$ cat config.mk
export PLATFORM = sky130hd
export DESIGN_NAME = segment_scan_decoder
export DESIGN_NICKNAME = d
export VERILOG_FILES = /design/src/rtl/segment_scan_decoder.sv
export SDC_FILE = /design/constraint.sdc
export NUM_CORES = 1
export LEC_CHECK = 0
export CAP_MARGIN = 30
export CORE_MARGIN = 5
export CORE_UTILIZATION = 51
export CTS_CLUSTER_SIZE = 25
export DETAILED_ROUTE_END_ITERATION = 10
export GPL_TIMING_DRIVEN = 0
export PLACE_DENSITY = 0.76
export SYNTH_ARGS = -nofsm -noshare
export SYNTH_HDL_FRONTEND = slang
export SYNTH_SLANG_ARGS = --single-unit
$ cat constraint.sdc
create_clock -name clk -period 2.3 [get_ports clk]
set_clock_uncertainty 0.1 [all_clocks]
set_input_delay 0.575 -clock clk [delete_from_list [all_inputs] [get_ports clk]]
set_output_delay 0.575 -clock clk [all_outputs]
set_load 0.01 [all_outputs]
$ cat src/rtl/segment_scan_decoder.sv
// +----------------------------------------------------------------------------+
// | Module      : segment_scan_decoder                                         |
// | Description : Recovers digit values from a multiplexed 4-digit 7-segment   |
// |               display bus by debouncing and decoding each digit slot.      |
// |               Define HEX_DECODE_EN to also accept the A..F glyphs.         |
// | Revision    : 1.0 - initial release                                        |
// +----------------------------------------------------------------------------+
`default_nettype none

module segment_scan_decoder #(
   parameter int STABLE_CYCLES = 4
) (
   input  logic        clk,
   input  logic        reset,
   input  logic [6:0]  segin,
   input  logic [3:0]  anin,
   output logic [15:0] digits,
   output logic [3:0]  digit_valid,
   output logic        frame_valid,
   output logic        err
);

   localparam logic [7:0] c_stable   = 8'(STABLE_CYCLES);
   localparam logic [1:0] c_k_valid  = 2'd0;
   localparam logic [1:0] c_k_blank  = 2'd1;
   localparam logic [1:0] c_k_bad    = 2'd2;

   typedef enum logic [1:0] {
      S_IDLE  = 2'd0,
      S_TRACK = 2'd1,
      S_HOLD  = 2'd2
   } state_t;

   state_t      r_state, w_next_state;
   logic [6:0]  r_seg_s1, r_seg_s2, r_prev_seg;
   logic [3:0]  r_an_s1, r_an_s2, r_prev_an;
   logic [7:0]  r_cnt, w_next_cnt;
   logic [15:0] r_digits;
   logic [3:0]  r_valid, r_seen;
   logic        r_frame, r_err;

   logic [3:0]  w_sel, w_cap_mask, w_nib;
   logic [1:0]  w_idx, w_kind;
   logic        w_addr, w_same, w_capture;

   // Exactly one enable low: the inverted bus must be a non-zero power of two.
   assign w_sel  = ~r_an_s2;
   assign w_addr = (w_sel != 4'd0) && ((w_sel & (w_sel - 4'd1)) == 4'd0);
   assign w_same = ({r_an_s2, r_seg_s2} == {r_prev_an, r_prev_seg});

   always_comb begin
      w_idx = 2'd0;
      case (w_sel)
         4'b0010: w_idx = 2'd1;
         4'b0100: w_idx = 2'd2;
         4'b1000: w_idx = 2'd3;
         default: w_idx = 2'd0;
      endcase
   end

   always_comb begin
      w_next_state = r_state;
      w_next_cnt   = r_cnt;
      w_capture    = 1'b0;
      case (r_state)
         S_IDLE: begin
            if (w_addr) begin
               w_next_state = S_TRACK;
               w_next_cnt   = 8'd1;
            end
         end
         S_TRACK: begin
            if (!w_addr) begin
               w_next_state = S_IDLE;
               w_next_cnt   = 8'd0;
            end else if (!w_same) begin
               w_next_cnt   = 8'd1;
            end else if (r_cnt + 8'd1 == c_stable) begin
               w_next_state = S_HOLD;
               w_next_cnt   = c_stable;
               w_capture    = 1'b1;
            end else begin
               w_next_cnt   = r_cnt + 8'd1;
            end
         end
         S_HOLD: begin
            if (!w_same) begin
               w_next_state = w_addr ? S_TRACK : S_IDLE;
               w_next_cnt   = w_addr ? 8'd1 : 8'd0;
            end
         end
         default: begin
            w_next_state = S_IDLE;
            w_next_cnt   = 8'd0;
         end
      endcase
   end

   always_comb begin
      w_nib  = 4'd0;
      w_kind = c_k_valid;
      case (r_seg_s2)
         7'b0000001: w_nib = 4'd0;
         7'b1001111: w_nib = 4'd1;
         7'b0010010: w_nib = 4'd2;
         7'b0000110: w_nib = 4'd3;
         7'b1001100: w_nib = 4'd4;
         7'b0100100: w_nib = 4'd5;
         7'b0100000: w_nib = 4'd6;
         7'b0001111: w_nib = 4'd7;
         7'b0000000: w_nib = 4'd8;
         7'b0000100: w_nib = 4'd9;
`ifdef HEX_DECODE_EN
         7'b0001000: w_nib = 4'd10;
         7'b1100000: w_nib = 4'd11;
         7'b0110001: w_nib = 4'd12;
         7'b1000010: w_nib = 4'd13;
         7'b0110000: w_nib = 4'd14;
         7'b0111000: w_nib = 4'd15;
`else
`endif
         7'b1111111: w_kind = c_k_blank;
         default:    w_kind = c_k_bad;
      endcase
   end

   assign w_cap_mask = w_capture ? (4'b0001 << w_idx) : 4'b0000;

   // Synchronizers idle at all-ones so the bus reads as "no digit selected".
   always_ff @(posedge clk) begin
      if (reset) begin
         r_seg_s1   <= '1;
         r_seg_s2   <= '1;
         r_an_s1    <= '1;
         r_an_s2    <= '1;
         r_prev_seg <= '1;
         r_prev_an  <= '1;
         r_state    <= S_IDLE;
         r_cnt      <= 8'd0;
         r_digits   <= 16'd0;
         r_valid    <= 4'd0;
         r_seen     <= 4'd0;
         r_frame    <= 1'b0;
         r_err      <= 1'b0;
      end else begin
         r_seg_s1   <= segin;
         r_seg_s2   <= r_seg_s1;
         r_an_s1    <= anin;
         r_an_s2    <= r_an_s1;
         r_prev_seg <= r_seg_s2;
         r_prev_an  <= r_an_s2;
         r_state    <= w_next_state;
         r_cnt      <= w_next_cnt;
         r_err      <= w_capture && (w_kind == c_k_bad);
         if (w_capture) begin
            case (w_kind)
               c_k_valid: begin
                  r_digits[{w_idx, 2'b00} +: 4] <= w_nib;
                  r_valid[w_idx]                <= 1'b1;
               end
               c_k_blank: begin
                  r_digits[{w_idx, 2'b00} +: 4] <= 4'd0;
                  r_valid[w_idx]                <= 1'b0;
               end
               default: r_valid[w_idx] <= 1'b0;
            endcase
         end
         // A full mask is reported and restarted in the same cycle.
         r_frame <= (r_seen == 4'hF);
         r_seen  <= (r_seen == 4'hF) ? w_cap_mask : (r_seen | w_cap_mask);
      end
   end

   assign digits      = r_digits;
   assign digit_valid = r_valid;
   assign frame_valid = r_frame;
   assign err         = r_err;

endmodule

`default_nettype wire
# ---- After elaboration in Yosys (flattened, before gate mapping)
# Index checks and enable logic that the tools add are counted.
dict set report word_totals {
  input_bits 13
  out_inout_bits 22
  regBits 69
  word_cells 94
}
dict set report classes {
  add_sub_neg 3
  n_mux 29
  order_cmp 2
  reduce_logical 13
  eq_ne 24
  bitwise_logic 6
  shifts 4
}
# operator n
set ops {}
lappend ops {{two-way mux 8 bit} 5}
lappend ops {{one-hot mux 4 bit (9 select lines)} 1}
lappend ops {{bitwise mux 16 bit} 2}
lappend ops {{one-hot mux 16 bit (2 select lines)} 1}
lappend ops {{one-hot mux 8 bit (3 select lines)} 1}
lappend ops {{== test 7 bit, second input constant} 3}
lappend ops {{variable shift 4 x 6 -> 16 bit, first input constant} 1}
lappend ops {{variable part select 4 x 6 -> 16 bit} 1}
lappend ops {{variable part select 4 x 6 -> 16 bit, first input constant} 1}
lappend ops {{== test 7 x 3 -> 1 bit, second input constant} 2}
lappend ops {{== test 7 x 6 -> 1 bit, second input constant} 2}
lappend ops {{two-way mux 4 bit} 3}
lappend ops {{one-hot mux 2 bit (3 select lines)} 2}
lappend ops {{== test 11 bit} 1}
lappend ops {{two-way mux 2 bit} 5}
lappend ops {{OR reduction 10 bit} 1}
lappend ops {{adder 8 x 1 -> 8 bit, second input constant} 1}
lappend ops {{AND 4 bit} 2}
lappend ops {{== test 4 bit, second input constant} 2}
lappend ops {{== test 8 x 3 -> 1 bit, second input constant} 1}
lappend ops {{inverter 4 bit} 2}
lappend ops {{OR 4 bit} 2}
lappend ops {{== test 7 x 1 -> 1 bit, second input constant} 1}
lappend ops {{== test 7 x 4 -> 1 bit, second input constant} 1}
lappend ops {{other kinds (23)} 37}

# ---- Logic depth before layout (Yosys ltp)
dict set report depth {
  ltp_word 10
  depth_mapped 9
  ltp_nobuf 9
}

# ---- Worst setup path before layout
# OpenSTA, ideal clock, no wires.
dict set report synth_timing {
  path_type {flip-flop to flip-flop}
  startpoint {reg r_seg_s2[3]}
  endpoint {reg r_digits[4] (netlist: digits[4])}
  slack_ns 0.113
  arrival_ns 2.015
  path_buffers 1
  path_stages_with_launch 7
  setup_time_ns 0.072
  required_time_ns 2.128
  period_less_slack_ns 2.187
  cell_sequence {dfxtp_1 buf_6 or4_4 o32ai_4 nor3_4 a2111oi_4 mux2i_1}
}
dict set report synth_between {
  elab_chain_len 6
  word_cells_on_any_way 25
  classes_between {eq/ne: 12; shift: 1; mux: 7; reduce/logical: 5}
}
# item line_no
set synth_rtl {}
lappend synth_rtl {{start: declaration} 35} ;# logic [6:0] r_seg_s1, r_seg_s2, r_prev_seg;
lappend synth_rtl {{start signal: assignment} 147} ;# r_seg_s2 <= r_seg_s1;
lappend synth_rtl {{parallel branches: the longest is 6 deep, another holds variable part select 4 x 6 -> 16 bit} -}
lappend synth_rtl {{end signal: indexed assignment} 158} ;# r_digits[{w_idx, 2'b00} +: 4] <= w_nib;
lappend synth_rtl {{end: declaration} 38} ;# logic [15:0] r_digits;
# Several ways; the timed one is not identified.
# A chain may end at the register's enable or synchronous reset.

# ---- Final worst setup path
dict set report layout_timing {
  startpoint {reg r_seg_s2[0]}
  endpoint {reg r_digits[7] (netlist: digits[7])}
}
# Same word-level chain as after synthesis.

==> metrics.yaml <==
synth.net_count: 366
route.detailed.drc: 0
async_reset_ff_frac: 0
syn_area_per_cell_um2: 9.55
clk_pin_slew_ps: 70
cts_tree: "yes"
wl_met1_um: 3170
antenna_cells: 0
grt_usage: 0.177
fin_util: 0.669
multi_input_area_mm2: 0.00193
cellPowerDensity_mw_per_mm2: 617
synth-seq-cells: 69
rsz0062_at_grt: "yes"
synthMuxAreaShare: 0.0532
placedCellCount: 456
cp_slowest_cell: "or4_4"
hold_viol_final: 0
worst_setup_path_end_kind: "register"
setup_viol: 0
synth_top_family_by_area: "simple AND/OR/NAND/NOR gates"
die_w_um: 90.4
path_max_fanout: 7
cp_cell_sequence: "or4_4 > buf_6 > a211oi_4 > nor3_4 > a2111oi_4 > buf_4 > mux2i_1"
fin_total_pwr_w: 0.00261
fin_crit_ps: 2270
globalplace.congestion: 0.878
grt_max_degree: 13
yosysTopAreaCell: "dfxtp_1"
top_layer: "met4"
path_class: "reg -> reg"
seq_area_mm2: 0.00139
htreeDepth: 3
fill_cells: 503
die_area_mm2: 0.00816
hpwl_um: 4770
finalCritPeriodShare: 0.988
die_y_um: 90.4
wl_met3_um: 424
worstMarginPinSlew_ps: 609
cts_buffers: 9
area_delta_synth_final_pct: 28.2
nNetsFinal: 424
status: "complete, no violations"
cts_buffer_depth: 2
slew_headroom: 0.591
ys_seq_area_frac: 0.419
setup_tns_ps: 0
io_buffer_count: 34
synth-compound-area-share: 0.120
crit_arrival_ps: 2450
cts.sinks: 69
cpPeakStageDelay_ps: 560
ant_nets: 0
maxCapViolations: 0
drtIter0Drc: 102
vias: 2683
post-synth-top-count-cell: "dfxtp_1"
synthTopCellsByCount: "dfxtp_1, or2_2, nand2_1"
num_rows: 29
drt_first_pass_iters: 4
cp-start-kind: "register"
synth-simple-area-share: 0.295
grt_overflow: 0
max_freq_mhz: 440
synth_adder_area_share: 0.0304
synth.top_cell.area_share: 0.419
viasPerCell: 5.53
core-area_mm2: 0.00631
clockRootBuffer: "clkbuf_8"
synth_warnings: 0
initial_core_util: 0.522
wl_um: 7040
synthXorXnorAreaFrac: 0.0426
holdWs_ps: 306
p_leak_nw: 1.46
wl_met2_um: 3310
io_pins: 35
insertion_delay_ps: 350
grt_pass1_wl_um: 11800
yosys-top-cells-area: "dfxtp_1, or2_2, mux2i_1"
synthFlopType: "dfxtp_1"
slew_violations: 0
worstPathRequired_ps: 2480
synth-edff-count: 0
synth.distinct_cells: 55
grt_pass1_vias: 2502
hp-class: "reg -> reg"
synth_area_mm2: 0.00329
syn_inst: 345
drive_gt1_frac: 0.272
finalNonFillerCells: 485
ir_drop_uv: 601
routedWlPerCell_um: 14.5
antenna_found_initial: 0
==> flip-flops by register name, indices dropped and copies added, names as in the netlist, named ones only <==
register     cells
frame_valid      1
r_an_s2          4
r_state          2
r_cnt            8
r_prev_seg       7
r_seg_s1         7
r_an_s1          4
r_prev_an        4
r_seg_s2         7
digits          16
r_seen           4
err              1
==> worst max-delay path: cells and delay by family (launching register included) <==
| family | cells | cell delay (ps) |
|---|---|---|
| AO/OA/AOI/OAI | 2 | 570 |
| buffers and inverters | 2 | 350 |
| flip-flops | 1 | 330 |
| multiplexers | 1 | 180 |
| AND/OR/NAND/NOR | 2 | 690 |
==> report_power, final <==
part | total, W | switching, W | internal, W
Combinational | 0.000288 | 0.000166 | 0.000122
Clock | 0.00108 | 0.000465 | 0.000615
Sequential | 0.00124 | 0.0000158 | 0.00122
Total | 0.00261 | 0.000647 | 0.00196
==> metrics by stage <==
stage	instance area (um^2)	setup slack, ps
5_1_grt	4220	-86.0
2_1_floorplan	3290	113
6_report	4220	28.2
4_1_cts	4070	1.03
3_5_place_dp	3730	-453
3_3_place_gp	3730	-443
==> metal layers <==
layer / vias to the layer above / global-route usage
li1: 1332 / -
met1: 1257 / 0.221
met2: 79 / 0.276
met3: 15 / 0.0567
met4: 0 / 0.0831
met5: - / 0
==> placed cells by master (no fill, tap or decap), types with 3 or more instances in the layout <==
master / n
a2111oi_4: 4
a21oi_1: 7
and3_1: 4
buf_2: 3
buf_4: 15
clkbuf_1: 9
clkbuf_8: 9
clkdlybuf4s50_1: 34
dfxtp_1: 62
dfxtp_2: 6
ha_1: 8
inv_1: 16
mux2_1: 4
mux2i_1: 13
nand2_1: 22
nand2b_1: 19
nand3_1: 12
nand3_2: 4
nand3b_1: 4
nand4_1: 13
nor2_1: 8
nor2b_1: 6
nor3_1: 6
nor3_4: 4
nor4_1: 4
o21ai_1: 4
o221ai_1: 4
o22ai_1: 3
or2_2: 33
xnor2_1: 12
xor2_1: 3
==> final cells by class <==
class | instances | area share
Inverter | 16 | 0.0142
Sequential cell | 69 | 0.330
Clock inverter | 5 | 0.0202
Clock buffer | 11 | 0.0311
Timing Repair Buffer | 49 | 0.108
Tap cell | 77 | 0.0228
Buffer | 14 | 0.0157
Multi-Input combinational cell | 244 | 0.458
==> cells by family (layout without fill, tap and decap cells) <==
logic type | count (synthesis) | count (layout)
AO/OA/AOI/OAI | 42 | 42
XOR/XNOR | 16 | 16
adder cells (fa/ha/maj) | 8 | 8
buffers and inverters | 32 | 95
flip-flops | 69 | 69
multiplexers | 17 | 17
AND/OR/NAND/NOR | 161 | 161
==> path summary, 6_finish.rpt <==
path | slack [ps] | startpoint | to | cells past startpoint
setup / recovery | 30 | r_seg_s2[0] | digits[7] | 7
hold / removal | 310 | r_an_s1[2] | r_an_s2[2] | 1
setup reg to reg | 30 | r_seg_s2[0] | digits[7] | 7
hold reg to reg | 310 | r_an_s1[2] | r_an_s2[2] | 1
==> timing repair <==
action                     4_1_cts  5_1_grt
gates resized for setup         17       30
hold buffers                     0        0
setup buffers                    9        7
pin swaps                       10        9
setup endpoints to repair       38       29
No activity file was read; power rests on OpenSTA's default activity.
